$ cat src/rtl/irq_controller_pkg.sv
//==============================================================================
// Module      : irq_controller_pkg
// Description : Shared register offsets, FSM encoding and line count for the
//               interrupt controller.
// Revision    : 1.0 - initial release
//==============================================================================
`default_nettype none

package irq_controller_pkg;

    localparam int c_num_lines = 4;
    localparam int c_id_w      = 2;

    localparam logic [1:0] c_off_mask    = 2'd0;
    localparam logic [1:0] c_off_pending = 2'd1;
    localparam logic [1:0] c_off_cause   = 2'd2;
    localparam logic [1:0] c_off_eoi     = 2'd3;

    localparam logic [1:0] c_st_idle    = 2'd0;
    localparam logic [1:0] c_st_fire    = 2'd1;
    localparam logic [1:0] c_st_service = 2'd2;

endpackage

`default_nettype wire

$ cat src/rtl/irq_prio_sel.sv
//==============================================================================
// Module      : irq_prio_sel
// Description : Rotating request selector; search starts at (last id + 1).
// Revision    : 1.0 - initial release
//==============================================================================
`default_nettype none

module irq_prio_sel
    import irq_controller_pkg::*;
(
    input  logic [c_num_lines-1:0] i_req,
    input  logic [c_id_w-1:0]      i_last_id,
    output logic                   o_valid,
    output logic [c_id_w-1:0]      o_id
);

    logic [c_id_w-1:0] w_idx;

    // Scanned from lowest to highest priority so the last hit wins.
    always_comb begin
        o_valid = 1'b0;
        o_id    = '0;
        w_idx   = '0;
        for (int k = c_num_lines; k >= 1; k--) begin
            w_idx = i_last_id + k[c_id_w-1:0];
            if (i_req[w_idx]) begin
                o_valid = 1'b1;
                o_id    = w_idx;
            end
        end
    end

endmodule

`default_nettype wire

$ cat src/rtl/irq_controller.sv
//==============================================================================
// Module      : irq_controller
// Description : 4-line edge-triggered interrupt controller with a memory-mapped
//               register window. Define IRQC_ROUND_ROBIN_EN for round-robin
//               arbitration; otherwise fixed priority (line 0 highest).
// Revision    : 1.0 - initial release
//==============================================================================
`default_nettype none

module irq_controller
    import irq_controller_pkg::*;
#(
    parameter logic [7:0] BASE = 8'hF8
) (
    input  logic       clk,
    input  logic       reset,
    input  logic [3:0] irq_in,
    input  logic       rw,
    input  logic [7:0] usermem_address,
    input  logic [7:0] usermem_data_out,
    input  logic       pc_freeze,
    output logic       interrupt,
    output logic       irqc_hit,
    output logic [7:0] irqc_rdata
);

    logic [7:0]             r_mask;
    logic [c_num_lines-1:0] r_pending;
    logic [c_num_lines-1:0] r_irq_prev;
    logic [1:0]             r_state;
    logic                   r_in_service;
    logic [c_id_w-1:0]      r_cause_id;
    logic [c_id_w-1:0]      r_sel_id;

    logic [7:0]             w_off;
    logic                   w_wr;
    logic [c_num_lines-1:0] w_rise;
    logic [c_num_lines-1:0] w_req;
    logic [c_num_lines-1:0] w_w1c;
    logic [c_num_lines-1:0] w_fire_clr;
    logic                   w_sel_valid;
    logic [c_id_w-1:0]      w_sel_id;
    logic [c_id_w-1:0]      w_last_id;
    logic                   w_fire_go;
    logic                   w_eoi;

    assign w_off    = usermem_address - BASE;
    assign irqc_hit = (w_off < 8'd4);
    assign w_wr     = rw & irqc_hit;

    assign w_rise     = irq_in & ~r_irq_prev;
    assign w_req      = r_pending & r_mask[c_num_lines-1:0];
    assign w_w1c      = (w_wr && w_off[1:0] == c_off_pending) ? usermem_data_out[c_num_lines-1:0] : '0;
    assign w_fire_clr = (r_state == c_st_fire) ? (c_num_lines'(1) << r_sel_id) : '0;
    assign w_fire_go  = (r_state == c_st_idle) && w_sel_valid && !pc_freeze;
    assign w_eoi      = w_wr && (w_off[1:0] == c_off_eoi);

    // r_sel_id doubles as "last served id"; its reset value 3 starts the scan at 0.
`ifdef IRQC_ROUND_ROBIN_EN
    assign w_last_id = r_sel_id;
`else
    assign w_last_id = 2'd3;
`endif

    irq_prio_sel u_sel (
        .i_req     (w_req),
        .i_last_id (w_last_id),
        .o_valid   (w_sel_valid),
        .o_id      (w_sel_id)
    );

    always_ff @(posedge clk) begin
        if (reset) begin
            r_mask       <= '0;
            r_pending    <= '0;
            r_irq_prev   <= '0;
            r_state      <= c_st_idle;
            r_in_service <= 1'b0;
            r_cause_id   <= '0;
            r_sel_id     <= 2'd3;
        end else begin
            r_irq_prev <= irq_in;
            // Rising edges are OR-ed in last so a same-cycle clear never loses them.
            r_pending  <= (r_pending & ~w_w1c & ~w_fire_clr) | w_rise;
            if (w_wr && w_off[1:0] == c_off_mask) begin
                r_mask <= usermem_data_out;
            end
            case (r_state)
                c_st_idle: begin
                    if (w_fire_go) begin
                        r_sel_id <= w_sel_id;
                        r_state  <= c_st_fire;
                    end
                end
                c_st_fire: begin
                    r_cause_id   <= r_sel_id;
                    r_in_service <= 1'b1;
                    r_state      <= c_st_service;
                end
                c_st_service: begin
                    if (w_eoi) begin
                        r_in_service <= 1'b0;
                        r_state      <= c_st_idle;
                    end
                end
                default: r_state <= c_st_idle;
            endcase
        end
    end

    assign interrupt = (r_state == c_st_fire) && !reset;

    always_comb begin
        irqc_rdata = 8'h00;
        if (irqc_hit) begin
            case (w_off[1:0])
                c_off_mask:    irqc_rdata = r_mask;
                c_off_pending: irqc_rdata = {4'b0000, r_pending};
                c_off_cause:   irqc_rdata = {r_in_service, 5'b00000, r_cause_id};
                default:       irqc_rdata = 8'h00;
            endcase
        end
    end

endmodule

`default_nettype wire

$ cat config.mk
export PLATFORM = sky130hd
export DESIGN_NAME = irq_controller
export DESIGN_NICKNAME = d
export VERILOG_FILES = /design/src/rtl/irq_controller_pkg.sv /design/src/rtl/irq_prio_sel.sv /design/src/rtl/irq_controller.sv
export SDC_FILE = /design/constraint.sdc
export NUM_CORES = 1
export LEC_CHECK = 0
export ABC_AREA = 1
export BUFFER_PORTS_ARGS = -buffer_cell sky130_fd_sc_hd__buf_2
export CORE_ASPECT_RATIO = 0.8
export CORE_MARGIN = 5
export CORE_UTILIZATION = 51
export DETAILED_ROUTE_END_ITERATION = 8
export GPL_ROUTABILITY_DRIVEN = 0
export HOLD_SLACK_MARGIN = 0.02
export PLACE_DENSITY = 0.79
export SETUP_SLACK_MARGIN = 0.2
export SKIP_CTS_REPAIR_TIMING = 1
export SYNTH_ARGS = -nofsm -noshare
export SYNTH_HDL_FRONTEND = slang
export SYNTH_SLANG_ARGS = --single-unit
$ cat constraint.sdc
create_clock -name clk -period 1.6 [get_ports clk]
set_input_delay 0.16 -clock clk [delete_from_list [all_inputs] [get_ports clk]]
set_output_delay 0.16 -clock clk [all_outputs]
set_load 0.1 [all_outputs]
==> results.yml <==
finish:
  multiInputGateArea_sq_um: 774.5
  diodes: 0
  drive_above_1_share: 0.2826
  stdcell_count: 257
  nets: 256
  fillers: 169
  areaGrowthSynthToFinish_pct: 45.04
  regArea_sq_um: 460.4
  fin_area_sq_mm: 0.001793
synthesis:
  ys_seq_elements: 23
  yosysUniqueCellTypes: 22
  syn-num-nets: 217
  yosys_warnings: 0
  async_flop_share: 0
  netlist_top_cells_count: "nand2_1, inv_1, nor2_1"
  synth_most_common_cell: "nand2_1"
  synthDominantCellAreaShare: 0.3725
  ys_top_cells_by_area: "dfxtp_1, nand2_1, inv_1"
  synth_edf_count: 0
  synth.avg_cell_area_sq_um: 6.438
  ys_seq_area_frac: 0.3725
  synth_flop_cell: "dfxtp_1"
  syn_inst: 192
  synth_top_area_cell: "dfxtp_1"
  synthesis.area_sq_mm: 0.001236
pwr:
  power.share.clock: 0.253
  vdd_drop_max_mv: 0.5986
  pwr-share-comb: 0.170
  p_leak_nw: 0.8763
  power_switching_mw: 0.2852
  intPower_mw: 0.7581
  pwr-share-seq: 0.577
  swShare: 0.2734
  cellPowerDensity_mw_per_mm2: 581.9
die:
  chipHeight_um: 54.04
  dieArea_sq_mm: 0.003515
  rows: 16
  fp.coreArea_sq_mm: 0.002382
  start_util: 0.5189
  ioPinCount: 34
  die_w_um: 65.05
critical_path:
  r2r_cells: 5
  start_kind: "input pin"
  cp_max_fo: 6
  critPathCaptureType: "output pin"
  critPathKind: "in2out"
  required_ps: 1440
  critical_path.reg2reg.endpoint: "r_sel_id[0]"
  crit_top_cell: "buf_12"
  path_cells: "buf_8, ha_4, clkinv_4, nand2_4, nor2_4, nand3_4, buf_12, nor3_4, buf_12"
  crit_path_top_delay_cell: "ha_4"
  reg2reg_slack_ps: 430
  arrival_ps: 1300
  r2r-start: "r_state[0]"
  slowest_delay_ps: 240
routing:
  vias_per_cell: 5.109
  routedWlPerCell_um: 12.37
  dr_total_vias: 1313
  first_pass_iters: 4
  drt-initial-drc-count: 68
  drc: 0
  drt_wl_total_um: 3179
  postRouteAntennaNets: 0
timing:
  setup_viol: 0
  period_needed_ps: 1459
  final_hold_viol_count: 0
  worst_slew_pin_slew_ps: 498.2
  clock_skew_ps: 2.124
  drv_slew: 0
  max_freq_mhz: 685.4
  maxSlewHeadroom: 0.6675
  period_share: 0.9118
  finalWorstSetupSlack_ps: 141.1
  rsz0062_at_grt: "yes"
global_routing:
  grt_pass1_vias: 1290
  grt-ovfl-total: 0
  grt_usage: 0.1896
  grt_max_degree: 17
  grt_pass1_wl_um: 5161
  antenna_found_initial: 0
outcome:
  outcome: "complete, no violations"
cts:
  cts_tree: "built"
  clk_latency_ps: 310
  cts.root.buffer_cell: "clkbuf_4"
  clk_pin_slew_worst_paths_ps: 120
  numCtsBuffers: 3
  htree_levels: 1
  tritoncts_num_sinks: 23
  cts_buffer_depth: 2
place:
  io_buffers: 33
  dpl_cell_area_sq_mm: 0.001714
  place_ws_ps: 62.09
  dpl.hpwl_um: 2360
  placed_cells: 251
min_path:
  hold_end: "r_irq_prev[0]"
  min_path_cells: 3
  hp-class: "in2reg"
  min_from: "irq_in[0]"
job:
  drv_cap: 0
-- sequential cells by signal, summed over array words and instances, names as in the netlist --
signal	count
r_cause_id	2
r_in_service	1
r_irq_prev	4
r_mask	8
r_pending	4
r_sel_id	2
r_state	2
-- worst max-delay path by stage --
stage,depth (start not counted),slack (ps),startpoint,to
after global placement,9,90,usermem_address[4],irqc_rdata[4]
after CTS,4,50,r_state[1],interrupt
after global routing,4,80,r_state[1],interrupt
after detailed placement,9,60,usermem_address[4],irqc_rdata[4]
after floorplan,6,-220,usermem_address[4],irqc_rdata[4]
final,9,140,usermem_address[4],irqc_rdata[6]
-- area by class of cell --
class                      instances  share of cell area
multi-input combinational        132              0.4320
inverter                          34             0.07397
timing repair buffer              37              0.2038
clock buffer                       4             0.01465
sequential                        23              0.2568
tap                               27             0.01884
-- critical path: cells and delay by family --
family        cells  cell delay [ps]
fa+ha+maj         1              240
simple gates      4              380
buf+inv           4              500
-- power groups by stage --
stage	registers (mW)	logic [mW]	clock network, mW
6_report	0.602	0.178	0.264
5_1_grt	0.602	0.198	0.291
4_1_cts	0.601	0.161	0.273
3_5_place_dp	0.614	0.159	0
3_3_place_gp	0.613	0.152	0
2_1_floorplan	0.610	0.101	0
-- metrics by stage --
step           utilization  hold slack (ps)  total power, mW  TNS, ps
2_1_floorplan            -            278.5           0.7111   -595.3
3_3_place_gp        0.7195            382.8           0.7655        0
3_5_place_dp        0.7195            391.4           0.7728        0
4_1_cts             0.7306            47.67            1.035        0
5_1_grt             0.7526            64.34            1.091        0
6_report            0.7526            54.50            1.043        0
-- routing by layer --
metal / global-route usage / up-vias / part of all wire
met5: 0 / - / 0
met1: 0.2106 / 587 / 0.39
met2: 0.3718 / 51 / 0.52
li1: - / 671 / -
met3: 0.04384 / 4 / 0.080
met4: 0.04483 / 0 / 0.0079
-- cell usage in the layout, fill, tap and decap left out --
cell type	instances
a21oi_1	3
a21oi_4	3
a31oi_1	5
a31oi_4	2
buf_12	10
buf_2	21
buf_4	2
buf_6	2
buf_8	1
clkbuf_1	1
clkbuf_4	4
clkinv_4	1
dfxtp_1	23
ha_4	1
inv_1	32
inv_2	1
nand2_1	59
nand2_2	3
nand2_4	3
nand3_1	12
nand3_4	1
nand4_4	1
nor2_1	24
nor2_2	1
nor2_4	5
nor3_1	2
nor3_4	3
o211ai_1	1
o21ai_0	1
o221ai_1	1
or2_1	1
-- cells by family (layout without fill, tap and decap cells) --
logic type / count (synthesis) / after routing / synth area share
AO/OA/AOI/OAI: 16 / 16 / 0.07692
adder cells (fa/ha/maj): 1 / 1 / 0.01012
buffers and inverters: 37 / 75 / 0.1204
flip-flops: 23 / 23 / 0.3725
AND/OR/NAND/NOR: 115 / 115 / 0.4201
Power figures use the tool's default switching activity.
